`config.mk`:
```
export PLATFORM = sky130hd
export DESIGN_NAME = spi_cfg_sequencer_flat
export DESIGN_NICKNAME = d
export VERILOG_FILES = /design/src/rtl/spi_cfg_sequencer_pkg.sv /design/src/rtl/spi_cfg_sequencer_if.sv /design/src/rtl/spi_cfg_sequencer_fifo.sv /design/src/rtl/spi_cfg_sequencer.sv /design/src/flat_wrapper.sv
export SDC_FILE = /design/constraint.sdc
export NUM_CORES = 1
export LEC_CHECK = 0
export CAP_MARGIN = 10
export CORE_MARGIN = 5
export CORE_UTILIZATION = 55
export CTS_CLUSTER_SIZE = 12
export DETAILED_ROUTE_END_ITERATION = 16
export PLACE_DENSITY = 0.77
export SLEW_MARGIN = 5
export SYNTH_ARGS = -nofsm -noshare
export SYNTH_HDL_FRONTEND = slang
export SYNTH_SLANG_ARGS = --single-unit
```
`constraint.sdc`:
```
create_clock -name clk -period 2.12 [get_ports clk]
set_input_delay 0.424 -clock clk [delete_from_list [all_inputs] [get_ports clk]]
set_output_delay 0.424 -clock clk [all_outputs]
set_load 0.005 [all_outputs]
```
`src/rtl/spi_cfg_sequencer_pkg.sv`:
```
// Shared types and constants for the config-register SPI write sequencer.
package spi_cfg_pkg;

  localparam int unsigned FRAME_BITS = 16;
  localparam logic        WRITE_BIT  = 1'b1;
  localparam int unsigned ADDR_W     = 7;
  localparam int unsigned DATA_W     = 8;
  localparam int unsigned REQ_W      = ADDR_W + DATA_W;

  localparam logic [ADDR_W-1:0] REG_EN_OUT_7_0  = 7'h00;
  localparam logic [ADDR_W-1:0] REG_EN_OUT_15_8 = 7'h01;
  localparam logic [ADDR_W-1:0] REG_PWM_CTRL    = 7'h02;
  localparam logic [ADDR_W-1:0] REG_PWM_PERIOD  = 7'h03;
  localparam logic [ADDR_W-1:0] REG_PWM_DUTY    = 7'h04;

  typedef struct packed {
    logic [ADDR_W-1:0] addr;
    logic [DATA_W-1:0] data;
  } req_t;

  typedef enum logic [2:0] {
    ST_IDLE  = 3'd0,
    ST_SETUP = 3'd1,
    ST_SHIFT = 3'd2,
    ST_HOLD  = 3'd3,
    ST_GAP   = 3'd4
  } state_e;

  function automatic int unsigned max_u(input int unsigned a, input int unsigned b);
    return (a > b) ? a : b;
  endfunction

  // Write frame as it appears on the wire, MSB first.
  function automatic logic [FRAME_BITS-1:0] build_frame(input req_t r);
    return {WRITE_BIT, r.addr, r.data};
  endfunction

endpackage

```
`src/rtl/spi_cfg_sequencer_if.sv`:
```
// Local write-request handshake into the SPI config sequencer.
interface spi_cfg_req_if;
  import spi_cfg_pkg::*;

  logic              req_valid;
  logic              req_ready;
  logic [ADDR_W-1:0] req_addr;
  logic [DATA_W-1:0] req_data;

  modport master (output req_valid, req_addr, req_data, input req_ready);
  modport slave  (input req_valid, req_addr, req_data, output req_ready);
endinterface

```
`src/rtl/spi_cfg_sequencer_fifo.sv`:
```
// Synchronous request FIFO; full/empty are flops derived from the next pointers.
module spi_cfg_fifo #(
  parameter int unsigned DEPTH = 4,
  parameter int unsigned WIDTH = 15
) (
  input  logic             clk,
  input  logic             rst_n,
  input  logic             push,
  input  logic             pop,
  input  logic [WIDTH-1:0] wdata,
  output logic [WIDTH-1:0] rdata_c,
  output logic             full,
  output logic             empty
);
  localparam int unsigned AW = $clog2(DEPTH);

  logic [AW:0]      wr_ptr_q, wr_ptr_d, rd_ptr_q, rd_ptr_d;
  logic             full_q, full_d, empty_q, empty_d;
  logic             do_push, do_pop;
  logic [WIDTH-1:0] mem_q [DEPTH];

  always_comb begin
    do_push  = push && !full_q;
    do_pop   = pop && !empty_q;
    wr_ptr_d = wr_ptr_q;
    rd_ptr_d = rd_ptr_q;
    if (do_push) wr_ptr_d = wr_ptr_q + (AW+1)'(1);
    if (do_pop)  rd_ptr_d = rd_ptr_q + (AW+1)'(1);
    // Extra MSB distinguishes full from empty when the index bits match.
    empty_d = (wr_ptr_d == rd_ptr_d);
    full_d  = (wr_ptr_d[AW] != rd_ptr_d[AW]) && (wr_ptr_d[AW-1:0] == rd_ptr_d[AW-1:0]);
  end

  always_ff @(posedge clk or negedge rst_n) begin
    if (!rst_n) begin
      wr_ptr_q <= '0;
      rd_ptr_q <= '0;
      full_q   <= 1'b0;
      empty_q  <= 1'b1;
    end else begin
      wr_ptr_q <= wr_ptr_d;
      rd_ptr_q <= rd_ptr_d;
      full_q   <= full_d;
      empty_q  <= empty_d;
    end
  end

  always_ff @(posedge clk) begin
    if (do_push) mem_q[wr_ptr_q[AW-1:0]] <= wdata;
  end

  assign rdata_c = mem_q[rd_ptr_q[AW-1:0]];
  assign full    = full_q;
  assign empty   = empty_q;

endmodule

```
`src/rtl/spi_cfg_sequencer.sv`:
```
// Queues register writes and serialises each as a 16-bit SPI mode-0 write frame.
module spi_cfg_sequencer
  import spi_cfg_pkg::*;
#(
  parameter int unsigned FIFO_DEPTH = 4,
  parameter int unsigned HALF_DIV   = 4,
  parameter int unsigned CS_SETUP   = 4,
  parameter int unsigned CS_HOLD    = 4,
  parameter int unsigned CS_GAP     = 8
) (
  input  logic         clk,
  input  logic         rst_n,
  spi_cfg_req_if.slave req,
  output logic         ncs,
  output logic         sclk,
  output logic         copi,
  output logic         busy,
  output logic         frame_done
);
  localparam int unsigned PH_MAX = max_u(max_u(HALF_DIV, CS_SETUP), max_u(CS_HOLD, CS_GAP));
  localparam int unsigned PH_W   = $clog2(PH_MAX);
  localparam int unsigned BIT_W  = $clog2(FRAME_BITS);

  localparam logic [BIT_W-1:0] LAST_BIT  = BIT_W'(FRAME_BITS - 1);
  localparam logic [PH_W-1:0]  HALF_END  = PH_W'(HALF_DIV - 1);
  localparam logic [PH_W-1:0]  SETUP_END = PH_W'(CS_SETUP - 1);
  localparam logic [PH_W-1:0]  HOLD_END  = PH_W'(CS_HOLD - 1);
  localparam logic [PH_W-1:0]  GAP_END   = PH_W'(CS_GAP - 1);

  state_e                state_q, state_d;
  logic [PH_W-1:0]       phase_q, phase_d;
  logic [BIT_W-1:0]      bit_q, bit_d;
  logic [FRAME_BITS-1:0] shreg_q, shreg_d;
  logic                  ncs_q, ncs_d, sclk_q, sclk_d;
  logic                  busy_q, busy_d, frame_done_q, frame_done_d;

  logic             fifo_push, fifo_pop, fifo_full, fifo_empty;
  logic [REQ_W-1:0] fifo_wdata, fifo_rdata;

  assign req.req_ready = !fifo_full;
  assign fifo_push     = req.req_valid && !fifo_full;
  assign fifo_wdata    = {req.req_addr, req.req_data};

  spi_cfg_fifo #(
    .DEPTH (FIFO_DEPTH),
    .WIDTH (REQ_W)
  ) u_fifo (
    .clk     (clk),
    .rst_n   (rst_n),
    .push    (fifo_push),
    .pop     (fifo_pop),
    .wdata   (fifo_wdata),
    .rdata_c (fifo_rdata),
    .full    (fifo_full),
    .empty   (fifo_empty)
  );

  // Frame sequencing; copi is the shift register MSB, so clearing it idles copi low.
  always_comb begin
    state_d      = state_q;
    phase_d      = phase_q + PH_W'(1);
    bit_d        = bit_q;
    shreg_d      = shreg_q;
    ncs_d        = ncs_q;
    sclk_d       = sclk_q;
    frame_done_d = 1'b0;
    fifo_pop     = 1'b0;
    busy_d       = (state_q != ST_IDLE) || !fifo_empty;
    case (state_q)
      ST_IDLE: begin
        phase_d = '0;
        if (!fifo_empty) begin
          fifo_pop = 1'b1;
          shreg_d  = build_frame(req_t'(fifo_rdata));
          ncs_d    = 1'b0;
          bit_d    = '0;
          state_d  = ST_SETUP;
        end
      end
      ST_SETUP: begin
        if (phase_q == SETUP_END) begin
          phase_d = '0;
          sclk_d  = 1'b1;
          state_d = ST_SHIFT;
        end
      end
      ST_SHIFT: begin
        if (phase_q == HALF_END) begin
          phase_d = '0;
          if (sclk_q) begin
            sclk_d = 1'b0;
            if (bit_q != LAST_BIT) shreg_d = {shreg_q[FRAME_BITS-2:0], 1'b0};
          end else if (bit_q == LAST_BIT) begin
            state_d = ST_HOLD;
          end else begin
            sclk_d = 1'b1;
            bit_d  = bit_q + BIT_W'(1);
          end
        end
      end
      ST_HOLD: begin
        if (phase_q == HOLD_END) begin
          phase_d      = '0;
          ncs_d        = 1'b1;
          frame_done_d = 1'b1;
          shreg_d      = '0;
          state_d      = ST_GAP;
        end
      end
      ST_GAP: begin
        if (phase_q == GAP_END) begin
          phase_d = '0;
          state_d = ST_IDLE;
        end
      end
      default: begin
        phase_d = '0;
        state_d = ST_IDLE;
      end
    endcase
  end

  always_ff @(posedge clk or negedge rst_n) begin
    if (!rst_n) begin
      state_q      <= ST_IDLE;
      phase_q      <= '0;
      bit_q        <= '0;
      shreg_q      <= '0;
      ncs_q        <= 1'b1;
      sclk_q       <= 1'b0;
      busy_q       <= 1'b0;
      frame_done_q <= 1'b0;
    end else begin
      state_q      <= state_d;
      phase_q      <= phase_d;
      bit_q        <= bit_d;
      shreg_q      <= shreg_d;
      ncs_q        <= ncs_d;
      sclk_q       <= sclk_d;
      busy_q       <= busy_d;
      frame_done_q <= frame_done_d;
    end
  end

  assign ncs        = ncs_q;
  assign sclk       = sclk_q;
  assign copi       = shreg_q[FRAME_BITS-1];
  assign busy       = busy_q;
  assign frame_done = frame_done_q;

endmodule

```
`src/flat_wrapper.sv`:
```
// flat-port wrapper written by rule: the top's interface ports become plain ports
module spi_cfg_sequencer_flat import spi_cfg_pkg::*;
#(
  parameter int unsigned FIFO_DEPTH = 4,
  parameter int unsigned HALF_DIV   = 4,
  parameter int unsigned CS_SETUP   = 4,
  parameter int unsigned CS_HOLD    = 4,
  parameter int unsigned CS_GAP     = 8
)
  (clk, rst_n, ncs, sclk, copi, busy, frame_done, req_req_valid, req_req_addr, req_req_data, req_req_ready);
  spi_cfg_req_if req_i ();
  input  logic clk;
  input  logic rst_n;
  output logic ncs;
  output logic sclk;
  output logic copi;
  output logic busy;
  output logic frame_done;
  input wire logic [$bits(req_i.req_valid)-1:0] req_req_valid;
  input wire logic [$bits(req_i.req_addr)-1:0] req_req_addr;
  input wire logic [$bits(req_i.req_data)-1:0] req_req_data;
  output wire logic [$bits(req_i.req_ready)-1:0] req_req_ready;
  assign req_i.req_valid = req_req_valid;
  assign req_i.req_addr = req_req_addr;
  assign req_i.req_data = req_req_data;
  assign req_req_ready = req_i.req_ready;
  spi_cfg_sequencer #(.FIFO_DEPTH(FIFO_DEPTH), .HALF_DIV(HALF_DIV), .CS_SETUP(CS_SETUP), .CS_HOLD(CS_HOLD), .CS_GAP(CS_GAP)) u_core (.clk(clk), .rst_n(rst_n), .req(req_i), .ncs(ncs), .sclk(sclk), .copi(copi), .busy(busy), .frame_done(frame_done));
endmodule
```
* After elaboration in Yosys (flattened, before gate mapping)
Memory sizes are Yosys's and may differ from the RTL's.
Cells that the tools add are included.
** Cells by class
- Add/subtract/negate cells :: 4
- Eq/ne operators :: 21
- Muxes and demuxes :: 37
- Reduce and logical (&&, ||, !) cells :: 19
** Operator list (count)
- two-way mux 16 bit :: 5
- one-hot mux 16 bit (3 select lines) :: 1
- two-way mux 3 bit :: 11
- two-way mux 4 bit :: 4
- one-hot mux 3 bit (5 select lines) :: 1
- != test 2 x 1 -> 1 bit, second input constant :: 7
- two-way mux 1 bit :: 11
- adder 3 x 1 -> 3 bit, second input constant :: 3
- equality test 3 x 2 -> 1 bit, second input constant :: 3
- one-hot mux 4 bit (2 select lines) :: 1
- AND reduction 7 bit :: 1
- equality test 3 bit, second input constant :: 2
- != test 2 bit, second input constant :: 3
- one-hot mux 3 bit (2 select lines) :: 1
- AND reduction 3 bit :: 2
- AND reduction 6 bit :: 1
- nonzero test 2 bit :: 3
- nonzero test 3 bit :: 2
- AND reduction 5 bit :: 1
- adder 4 x 1 -> 4 bit, second input constant :: 1
- equality test 4 bit, second input constant :: 1
- logical AND 1 bit :: 4
- != test 4 bit, second input constant :: 1
- one-hot mux 1 bit (2 select lines) :: 2
- 8 further kinds :: 9
** Storage, ports and cells
- Flip-flop bits (word level) :: 38
- Memory bits (writable) :: 60
- Output and inout port bits :: 6
- Logic and storage cells :: 94
- Memories kept :: 1
** Memories
- u_core.u_fifo.mem_q :: words 4, width 15, read ports 1, clocked after memory_dff 0, write ports 1, line spi_cfg_sequencer_fifo.sv:20 : logic [WIDTH-1:0] mem_q [DEPTH];

* Logic depth before layout (Yosys ltp)
- Depth after elaboration :: 6
- Depth in mapped cells :: 8

* Hierarchy
Synthesis repeated with hierarchy kept, for this count alone.
** Unflattened totals
- Cells, all modules :: 283
- Area, all modules :: 4277.9 um^2
** Modules (own cells, without submodules)
- spi_cfg_fifo :: times used 1, cells an instance 115, area an instance 2668.8 um^2, seq. area each 2003.2 um^2
- spi_cfg_sequencer :: times used 1, cells an instance 168, area an instance 1609.0 um^2, seq. area each 752.0 um^2

* Least setup slack after synthesis
No wires, ideal clock.
- Path kind :: flip-flop to flip-flop
- Start :: reg u_core.bit_q[0]
- End :: reg u_core.bit_q[3]
- Library setup time :: 0.069 ns
- Arrival :: 1.884 ns
- Slack :: 0.167 ns
- Stages on the path, launching flop included :: 8
- Path buffers :: 1
- Clock period less this slack :: 1.953 ns
- Cells stage by stage :: dfrtp_1 ha_1 a31oi_1 a31oi_1 or3_1 clkbuf_1 or4b_1 nand3_1
** Between the ends
- Longest elaborated chain between the ends :: 5
- Elaborated cells on any way between the ends :: 8
** Ends and longest elaborated chain
- start: declaration :: line spi_cfg_sequencer.sv:32 : logic [BIT_W-1:0] bit_q, bit_d;
- start signal: assignment :: line spi_cfg_sequencer.sv:136 : bit_q <= bit_d;
- adder 4 x 1 -> 4 bit :: line spi_cfg_sequencer.sv:97 : bit_d = bit_q + BIT_W'(1);
- two-way mux 4 bit :: line spi_cfg_sequencer.sv:93 : end else if (bit_q == LAST_BIT) begin
- two-way mux 4 bit :: line spi_cfg_sequencer.sv:90 : if (sclk_q) begin
- two-way mux 4 bit :: line spi_cfg_sequencer.sv:88 : if (phase_q == HALF_END) begin
- one-hot mux 4 bit (2 select lines) :: line spi_cfg_sequencer.sv:69 : case (state_q)
Parallel ways exist; a longest one is shown, timed or not. The select of a mux whose other input is x is not followed.
A chain may end at the register's enable or synchronous reset.

* Worst setup path after layout
Same ends and word-level chain as after synthesis.

==> results by group <==
Run status
  • Status: finished, final reports clean

Setup path
  • Setup crit end: u_core.bit_q[3]
  • Critical Path Source: u_core.bit_q[0]
  • Arr. time, crit path: 2240 ps
  • Destination of the worst register-to-register timing path: u_core.bit_q[3]
  • Required time of the critical path: 2420 ps
  • Source of the worst register-to-register timing path: u_core.bit_q[0]
  • R2R cell count: 6
  • WS Path Type: flop to flop
  • Flop2flop setup slack: 180 ps
  • Startpoint class of the critical path: flop
  • Type of destination of the critical path: flop
  • Largest fanout on the critical path: 4

STA
  • Hold violation total from the final report: 0
  • Total negative slack: 0 ps
  • Tightest slew margin relative to the limit: 0.6295
  • Tmin final: approximately 2000 ps
  • Achievable frequency: between 500 and 600 MHz
  • Share of the cycle needed by the critical path after routing: 0.9160
  • Final setup violation count: 0
  • Layout Skew: ~7.6 ps
  • Max-slew violation count: 0
  • Worst Tran Pin Value: approximately 560 ps
  • Setup repair after global routing missed its margin: false

Clock network
  • Number of cells upsized or downsized after cts: 0
  • Setup repair bufs after CTS: 0
  • Longest Clk Path Bufs: 2
  • Buffer cell driving the clock tree root: sky130_fd_sc_hd__clkbuf_8
  • CTS tree: done
  • Source-to-sink clock delay at the later pin of the worst-skew pair: ~360 ps
  • Sinks on the clock net: between 90 and 100
  • Number of buffers added to fix hold violations after cts: 0
  • Clock-pin slew of the registers on the worst-case setup and hold paths: around 90 ps
  • Count of H-tree levels built during CTS: 3
  • Num CTS Buffers: 9

Floorplan
  • Starting utilization of the core area: 0.5685
  • Die Area: around 9400 um^2
  • Die W: 96.82 um
  • Count of boundary I/O pins: 24
  • Die Height: about 97 um
  • Rows: 31
  • Core area: 7292 um^2

Synthesis
  • Count of mapped cells out of synthesis: slightly below 300
  • Post-synthesis instance area: around 4100 um^2
  • Count of synthesis-stage warnings from yosys: 0
  • Flops & latches, synth: a little under 100
  • Ys async rst share: 0.3878
  • Mean area per synthesized cell: ~14 um^2
  • Net count after synthesis: between 300 and 400
  • Number of flops mapped to enable cells by yosys: 60
  • Register area share after synthesis: 0.6647
  • Most frequently used flop master after synthesis: sky130_fd_sc_hd__edfxtp_1
  • Library cells used by synthesis: 39

Routing
  • Initial detailed-routing violation count: around 130
  • Vias per std cell: 5.375
  • Drt pass-1 iters: 4
  • Average wire per cell in the routed design: roughly 15 um
  • Residual DRC count: 0
  • Total detailed-routing wirelength: between 6000 and 7000 um
  • Count of nets left with antenna violations after detail routing: 0
  • Total vias in the final route: 2295

GRT
  • Largest net degree at the start of global routing: 33
  • Aggregate global-route resource usage: 0.1529
  • Number of antenna violations at the first check in global routing: 0
  • Via count of the first global-routing pass: 2326
  • Wire length of the first global-routing pass: ~11000 um
  • Total grt overflow: 0

Place
  • Placer's final routability congestion estimate: approximately 0.75
  • Cell Count Post-Placement: approximately 400
  • HPWL reported at the end of detailed placement: ~4300 um
  • Buffers on Ports: 23

Final layout
  • Nets: ~350
  • Final Non-Filler Cells: 427
  • Synthesis-to-finish area growth: 14.88%
  • Diode count: 0
  • Layout cells sized above 1: 0.1616

Power and ir drop
  • Lkg Pwr: between 1.5 and 2 nW
  • Maximum vdd drop: about 0.00058 V
  • Total power divided by cell area: around 1300 nW/um^2

Worst hold path
  • Hold WC Path Type: primary input to async pin

Job
  • Max_cap viols: 0
## worst max-delay path: stages, from the launching register on
cell	delay, ps
sky130_fd_sc_hd__dfrtp_1	410
sky130_fd_sc_hd__ha_1	250
sky130_fd_sc_hd__a31oi_1	190
sky130_fd_sc_hd__a31oi_1	110
sky130_fd_sc_hd__or3_1	320
sky130_fd_sc_hd__or4b_1	510
sky130_fd_sc_hd__nand3_1	100
## layout make-up
cell class,instances,area (um^2)
repair buffers,39,395.4
clock inverters,7,53.80
clock buffers,9,123.9
fillers,530,2530
well taps,99,123.9
inverters,8,30.03
flip-flops and latches,98,2755
multi-input cells,167,1280
## worst min-delay path by stage
| stage | endpoint | slack (ps) | cells after the start |
|---|---|---|---|
| floorplan | u_core.bit_q[0] | 130 | 0 |
| global placement | u_core.u_fifo.wr_ptr_q[2] | 440 | 1 |
| detailed placement | u_core.phase_q[0] | 450 | 1 |
| CTS | u_core.phase_q[0] | 60 | 1 |
| global route | u_core.phase_q[0] | 80 | 1 |
| finish | u_core.state_q[2] | 40 | 1 |
## logic make-up after synthesis
kind of cell,Yosys count,synth area share
compound gates,49,0.06369
xor+xnor,9,0.02083
mux,16,0.08391
buf+inv,26,0.02656
flops,98,0.6647
simple gates,83,0.1102
fa+ha+maj,10,0.03018
## flip-flops by register name, indices dropped and copies added, names as in the netlist, 3 cells and up
| signal | count |
|---|---|
| u_core.phase_q | 3 |
| u_core.u_fifo.rd_ptr_q | 3 |
| u_core.state_q | 3 |
| u_core.u_fifo.wr_ptr_q | 3 |
| u_core.u_fifo.mem_q | 60 |
| u_core.shreg_q | 16 |
| u_core.bit_q | 4 |
## layer usage
layer	up-vias	track usage	part of all wire
met5	-	0	0
met4	0	0.05832	0.019
met3	10	0.04245	0.028
met2	30	0.2527	0.52
met1	1123	0.1925	0.44
li1	1132	-	-
## power by group
group / switching [mW] / internal (mW)
Combinational: 1.21 / 1.13
Sequential: 0.264 / 2.58
Clock: 0.643 / 0.436
Total: 2.12 / 4.14
## layout by cell type, fill, tap and decap left out, types with 5 or more instances in the layout
cell,count
sky130_fd_sc_hd__clkdlybuf4s50_1,22
sky130_fd_sc_hd__ha_1,10
sky130_fd_sc_hd__nor2_1,9
sky130_fd_sc_hd__dfrtp_1,36
sky130_fd_sc_hd__edfxtp_1,60
sky130_fd_sc_hd__nand2_1,30
sky130_fd_sc_hd__buf_4,12
sky130_fd_sc_hd__nor3b_1,16
sky130_fd_sc_hd__o21ai_0,21
sky130_fd_sc_hd__mux4_2,15
sky130_fd_sc_hd__inv_1,8
sky130_fd_sc_hd__nand3_1,7
sky130_fd_sc_hd__xnor2_1,5
sky130_fd_sc_hd__clkbuf_8,9
sky130_fd_sc_hd__a21oi_1,17
## synthesized netlist by cell type (all sizes together), types with 5 or more instances
cell    instances  share of area
o21ai          23          0.028
dfrtp          36           0.22
xnor2           5          0.011
a21oi          17          0.021
clkbuf         14          0.013
nand2          30          0.027
nor2            9         0.0081
ha             10          0.030
mux4           15          0.081
nand3           7         0.0085
nor3b          16          0.029
edfxtp         60           0.43
inv             8         0.0072
## through the flow
stage	utilization	worst slack (ps)	area [um^2]	total power [mW]	hold WS (ps)
after floorplan	-	167.0	4145	4.551	128.4
after global placement	0.6287	229.6	4584	5.183	444.7
after detailed placement	0.6287	203.0	4584	5.259	454.6
after CTS	0.6531	172.8	4762	6.345	59.12
after global routing	0.6531	16.32	4762	6.744	78.28
final	0.6531	178.1	4762	6.260	44.01
No activity file was read; power rests on OpenSTA's default activity.
